## src/rtl/fxp_saturating_accumulator_pkg.sv

```systemverilog
// Shared definitions for the saturating fixed-point accumulator:
// FSM state encoding and signed range limits.
package fxp_saturating_accumulator_pkg;

   typedef enum logic [1:0] {
      ST_IDLE = 2'd0,
      ST_ACC  = 2'd1,
      ST_DONE = 2'd2
   } acc_state_e;

   // Most positive two's-complement value of an n-bit word (n <= 64).
   function automatic logic [63:0] fxp_max(input int n);
      return (64'd1 << (n - 1)) - 64'd1;
   endfunction

   // Most negative two's-complement value of an n-bit word (n <= 64).
   function automatic logic [63:0] fxp_min(input int n);
      return 64'd1 << (n - 1);
   endfunction

endpackage

```

## src/rtl/carry_lookahead_adder_behavioral.sv

```systemverilog
// N-bit add/sub with generate/propagate carry chain; reports signed overflow
// and the true sign of the mathematical result. The carry-out is not exported.
module carry_lookahead_adder_behavioral #(
   parameter int N = 16
) (
   input  logic [N-1:0] a,
   input  logic [N-1:0] b,
   input  logic         sub,
   output logic [N-1:0] sum,
   output logic         ovf,
   output logic         neg
);

   logic [N-1:0] b_eff_s;
   logic [N-1:0] gen_s;
   logic [N-1:0] prop_s;

   assign b_eff_s = b ^ {N{sub}};
   assign gen_s   = a & b_eff_s;
   assign prop_s  = a ^ b_eff_s;

   // Carry chain; overflow is carry into MSB differing from carry out of MSB.
   always_comb begin
      logic carry_v;
      logic carry_msb_v;
      carry_v     = sub;
      carry_msb_v = 1'b0;
      sum         = '0;
      for (int i = 0; i < N; i++) begin
         if (i == N - 1) begin
            carry_msb_v = carry_v;
         end else begin
            carry_msb_v = carry_msb_v;
         end
         sum[i]  = prop_s[i] ^ carry_v;
         carry_v = gen_s[i] | (prop_s[i] & carry_v);
      end
      ovf = carry_v ^ carry_msb_v;
      neg = sum[N-1] ^ ovf;
   end

endmodule

```

## src/rtl/fxp_saturate.sv

```systemverilog
// Clamps an adder result to the signed range using the adder's overflow and
// true-sign flags.
module fxp_saturate
   import fxp_saturating_accumulator_pkg::*;
#(
   parameter int N = 16
) (
   input  logic [N-1:0] result,
   input  logic         ovf,
   input  logic         neg,
   output logic [N-1:0] sat_val
);

   localparam logic [N-1:0] MAX_V = N'(fxp_max(N));
   localparam logic [N-1:0] MIN_V = N'(fxp_min(N));

   // Select pass-through or the limit matching the true sign.
   always_comb begin
      sat_val = result;
      if (!ovf) begin
         sat_val = result;
      end else if (neg) begin
         sat_val = MIN_V;
      end else begin
         sat_val = MAX_V;
      end
   end

endmodule

```

## src/rtl/fxp_saturating_accumulator.sv

```systemverilog
// Packet-oriented saturating accumulator: adds/subtracts each accepted beat
// into a running sum and presents one saturated result per in_last packet.
module fxp_saturating_accumulator
   import fxp_saturating_accumulator_pkg::*;
#(
   parameter int N     = 16,
   parameter int CNT_W = 8
) (
   input  logic             clk,
   input  logic             rst_n,
   input  logic             in_valid,
   output logic             in_ready,
   input  logic [N-1:0]     in_data,
   input  logic             in_sub,
   input  logic             in_last,
   output logic             out_valid,
   input  logic             out_ready,
   output logic [N-1:0]     out_data,
   output logic             out_sat,
   output logic [CNT_W-1:0] out_count
);

   localparam logic [CNT_W-1:0] CNT_MAX = {CNT_W{1'b1}};
   localparam logic [CNT_W-1:0] CNT_ONE = CNT_W'(1);

   acc_state_e       state_q, state_d;
   logic [N-1:0]     acc_q, acc_d;
   logic [CNT_W-1:0] count_q, count_d;
   logic             sat_q, sat_d;
   logic             in_ready_q, in_ready_d;
   logic             out_valid_q, out_valid_d;

   logic [N-1:0]     sum_s;
   logic [N-1:0]     sat_val_s;
   logic             ovf_s;
   logic             neg_s;
   logic             accept_s;

   carry_lookahead_adder_behavioral #(.N(N)) u_adder (
      .a   (acc_q),
      .b   (in_data),
      .sub (in_sub),
      .sum (sum_s),
      .ovf (ovf_s),
      .neg (neg_s)
   );

   fxp_saturate #(.N(N)) u_sat (
      .result  (sum_s),
      .ovf     (ovf_s),
      .neg     (neg_s),
      .sat_val (sat_val_s)
   );

   assign accept_s = in_valid & in_ready_q;

   // Next-state and datapath; in_ready/out_valid are derived from the next state
   // so both are registered and already correct in the first cycle of a state.
   always_comb begin
      state_d = state_q;
      acc_d   = acc_q;
      count_d = count_q;
      sat_d   = sat_q;
      case (state_q)
         ST_IDLE, ST_ACC: begin
            if (accept_s) begin
               acc_d   = sat_val_s;
               count_d = (count_q == CNT_MAX) ? count_q : count_q + CNT_ONE;
               sat_d   = sat_q | ovf_s;
               state_d = in_last ? ST_DONE : ST_ACC;
            end else begin
               state_d = state_q;
            end
         end
         ST_DONE: begin
            if (out_ready) begin
               acc_d   = '0;
               count_d = '0;
               sat_d   = 1'b0;
               state_d = ST_IDLE;
            end else begin
               state_d = ST_DONE;
            end
         end
         default: begin
            acc_d   = '0;
            count_d = '0;
            sat_d   = 1'b0;
            state_d = ST_IDLE;
         end
      endcase
      in_ready_d  = (state_d != ST_DONE);
      out_valid_d = (state_d == ST_DONE);
   end

   // State and output registers.
   always_ff @(posedge clk or negedge rst_n) begin
      if (!rst_n) begin
         state_q     <= ST_IDLE;
         acc_q       <= '0;
         count_q     <= '0;
         sat_q       <= 1'b0;
         in_ready_q  <= 1'b1;
         out_valid_q <= 1'b0;
      end else begin
         state_q     <= state_d;
         acc_q       <= acc_d;
         count_q     <= count_d;
         sat_q       <= sat_d;
         in_ready_q  <= in_ready_d;
         out_valid_q <= out_valid_d;
      end
   end

   assign in_ready  = in_ready_q;
   assign out_valid = out_valid_q;
   assign out_data  = acc_q;
   assign out_sat   = sat_q;
   assign out_count = count_q;

endmodule

```

## config.mk

```make
export PLATFORM = sky130hd
export DESIGN_NAME = fxp_saturating_accumulator
export DESIGN_NICKNAME = d
export VERILOG_FILES = /design/src/rtl/fxp_saturating_accumulator_pkg.sv /design/src/rtl/carry_lookahead_adder_behavioral.sv /design/src/rtl/fxp_saturate.sv /design/src/rtl/fxp_saturating_accumulator.sv
export SDC_FILE = /design/constraint.sdc
export NUM_CORES = 1
export LEC_CHECK = 0
export CAP_MARGIN = 25
export CORE_ASPECT_RATIO = 1.2
export CORE_MARGIN = 2
export CORE_UTILIZATION = 38
export CTS_CLUSTER_DIAMETER = 150
export CTS_CLUSTER_SIZE = 30
export DETAILED_ROUTE_END_ITERATION = 10
export PLACE_DENSITY = 0.71
export SLEW_MARGIN = 20
export SYNTH_ARGS = -nofsm -noshare
export SYNTH_HDL_FRONTEND = slang
export SYNTH_SLANG_ARGS = --single-unit
```

## constraint.sdc

```tcl
create_clock -name clk -period 9.2 [get_ports clk]
set_input_delay 1.84 -clock clk [delete_from_list [all_inputs] [get_ports clk]]
set_output_delay 1.84 -clock clk [all_outputs]
set_load 0.02 [all_outputs]
```

==> results.ini <==
[status]
run_status=completed

[critical_path]
critPathMaxFanout=9
cp_top_family=adder cells
crit_required_ps=9400
slowest_stage=clkdlybuf4s50_1
endpoint_kind=register
path_class=input port to register
cp_num_cells=21
cp_num_buf_inv=3
cpMostUsedCell=fa_1
cpPeakStageDelay_ps=480
cp-start-kind=input port
rr_worst_depth=20
crit_arrival_ps=9100
cp-startpoint=in_data[0]
cp_cell_sequence=clkdlybuf4s50_1 > mux2_2 > fa_1 > fa_1 > fa_1 > fa_1 > fa_1 > fa_1 > fa_1 > fa_1 > fa_1 > fa_1 > fa_2 > fa_1 > fa_1 > inv_1 > fa_2 > fa_1 > a211o_1 > buf_4 > o21ai_0
rr_startpoint=out_data[0]

[routing]
vias_per_cell=5.130
wl_microns=4325
vias=1498
drt_first_iter_violations=109
drc_errors=0
drt_pass1_iterations=4
top_layer=met4
ant_nets=0
route.met2.wl_microns=2051
met3_wirelength_microns=252
post_drt_wl_per_cell_microns=14.81
wl_met1_microns=1943

[logic_synthesis]
synth_area_sq_mm=0.001790
seq_area_frac_synth=0.4060
synth_seq_cells=29
synth_cell_types=38
syn_nets=215
synth_area_per_cell_sq_um=10.17
synthCells=176
yosys_warnings=0

[clock_tree]
insertion_delay_ps=290
clkSinkCount=29
cts_resized=0
clockBufferDepth=2
clk_pin_slew_worst_paths_ps=60
root_buffer=clkbuf_8
cts_tree=done
cts_setup_buffers=0
htreeDepth=2
cts_buffers=5
cts-hold-fix-buffers=0

[timing]
hold_violations=0
timing.fmax_mhz=112.4
setup_viol=0
whs_ps=539.4
fin_crit_sh=0.9673
slew_headroom=0.4700
fin_crit_ps=8899
drv_slew=0
finClkSkew_ps=6.494
rsz0062_at_grt=false
worst_pin_slew_ps=794.9

[cells_and_area]
fill_cells=435
drive_above_1_share=0.08974
utilization=0.5476
fin_nets=272
n_antenna_cell=0
syn_to_final_growth_pct=39.48
fin_area_sq_mm=0.002497
multi_input_area_sq_mm=0.001007
seq_area_sq_um=726.9

[die]
dieArea_sq_mm=0.005279
start_util=0.3926
coreArea_sq_mm=0.004561
fp-row-count=27
io_pins=49
die-width_microns=66.66
die_y_microns=79.20

[flow_run]
drv_cap=0

[pwr]
peakVddDrop_mv=0.1372
p_per_area_mw_per_mm2=301.2
leakagePower_nw=1.066
total_power_uw=752.3

[placed_design]
io_buffers=48
globalplace.congestion=0.8197
placed_cell_area_sq_mm=0.002376
dpl.hpwl_microns=3200

[global_route]
grt_pass1_vias=1558
grt_usage=0.1844
grt_start_max_net_pins=30
grt_antenna_before_repair=0
grt_first_pass_wirelength_microns=7327
grt_overflow_total=0

[hold_path]
hp-start=out_sat
hp-class=register to register
min_path_cells=2

## final timing paths
check / endpoint / slack, ps
worst max-delay path: out_data[8] / 300
worst min-delay path: out_sat / 540
worst max register to register: out_data[8] / 1960
worst min register to register: out_sat / 540
max in group asynchronous: in_ready / 6940
min in group asynchronous: out_count[0] / 1950
## area by class of cell
class                           count  area share
Multi-Input combinational cell    132      0.4033
Clock inverter                      1     0.01202
Tap cell                           58     0.02906
Sequential cell                    29      0.2911
Inverter                            9     0.01353
Timing Repair Buffer               56      0.2164
Clock buffer                        7     0.03457
## placed cells by master, fill, tap and decap left out, types with 2 or more instances in the layout
cell type        netlist  layout
clkdlybuf4s50_1        0      48
dfrtp_1               28      28
nand2_1               21      21
nor2_1                20      20
o21ai_0               22      16
xor2_1                14      14
fa_1                  16      14
inv_1                  9       9
buf_4                  0       8
o21ai_1                0       6
clkbuf_8               0       6
a21oi_1                4       4
nand3_1                3       3
nor3_1                 3       3
xnor2_1                2       2
or3_1                  2       2
a31oi_1                2       2
a41o_1                 2       2
fa_2                   0       2
## tightest hold or removal path: stages (launching register included)
cell     delay, ps
dfrtp_1        380
nand2_1         60
o21ai_0         60
## Yosys cell counts
master / n / area, sq um
o2bb2ai_1: 1 / 8.760
dfstp_2: 1 / 26.28
a22o_1: 1 / 8.760
and4_1: 1 / 8.760
mux2_2: 1 / 11.26
nor3_1: 3 / 15.01
nand2_1: 21 / 78.83
ha_1: 1 / 12.51
a41o_1: 2 / 20.02
o41ai_1: 1 / 8.760
or4_1: 1 / 7.510
a211o_1: 1 / 8.760
nand4b_1: 1 / 8.760
dfrtp_1: 28 / 700.7
and3_1: 1 / 6.260
o2111ai_1: 1 / 8.760
or3_1: 2 / 12.51
xor2_1: 14 / 122.6
fa_1: 16 / 320.3
o21ai_2: 1 / 8.760
and2_1: 1 / 6.260
o32ai_1: 1 / 8.760
o21a_1: 1 / 7.510
a21boi_2: 1 / 11.26
inv_1: 9 / 33.78
o21ai_0: 22 / 110.1
a21oi_1: 4 / 20.02
or3b_1: 1 / 8.760
nor2_1: 20 / 75.07
buf_2: 4 / 20.02
nand3_1: 3 / 15.01
clkbuf_1: 2 / 7.510
mux2i_1: 1 / 10.01
o22ai_1: 1 / 6.260
a31oi_1: 2 / 12.51
xnor2_1: 2 / 17.52
o31ai_1: 1 / 7.510
a2111oi_0: 1 / 8.760
## registers in the layout (all words and copies together), names as in the netlist
| name | cells |
|---|---|
| out_valid | 1 |
| out_data | 16 |
| in_ready | 1 |
| out_sat | 1 |
| state_q | 2 |
| out_count | 8 |
## cell families (layout without fill, tap and decap cells)
group	count (synthesis)	after routing	share of synthesized area
AOI/OAI and AO/OA	42	42	0.1482
adders and majority gates	17	17	0.1859
and+or+nand+nor	55	55	0.1356
xor gates and xnor gates	16	16	0.07827
buffers and inverters	15	73	0.03424
muxes	2	2	0.01188
DFF	29	29	0.4060
## per-layer routing
metal  vias up  GRT usage
met1       731     0.2345
met2        47     0.2950
li1        711          -
met5         -          0
met3         9    0.04674
met4         0    0.07959
## power breakdown
| group | internal [mW] | switching (mW) | total, mW | leakage, nW |
|---|---|---|---|---|
| clock network | 0.0882 | 0.0504 | 0.139 | 0.0585 |
| registers | 0.172 | 0.0511 | 0.223 | 0.371 |
| logic | 0.183 | 0.208 | 0.391 | 0.636 |
## metrics by stage
| stage | TNS (ps) | worst slack [ps] | cells |
|---|---|---|---|
| 2_1_floorplan | 0 | 228.0 | 176 |
| 3_3_place_gp | 0 | 130.7 | 284 |
| 3_5_place_dp | -812.1 | -89.62 | 284 |
| 4_1_cts | 0 | 211.6 | 292 |
| 5_1_grt | 0 | 4.142 | 292 |
| 6_report | 0 | 301.0 | 292 |
(Power assumes the default switching activity.)
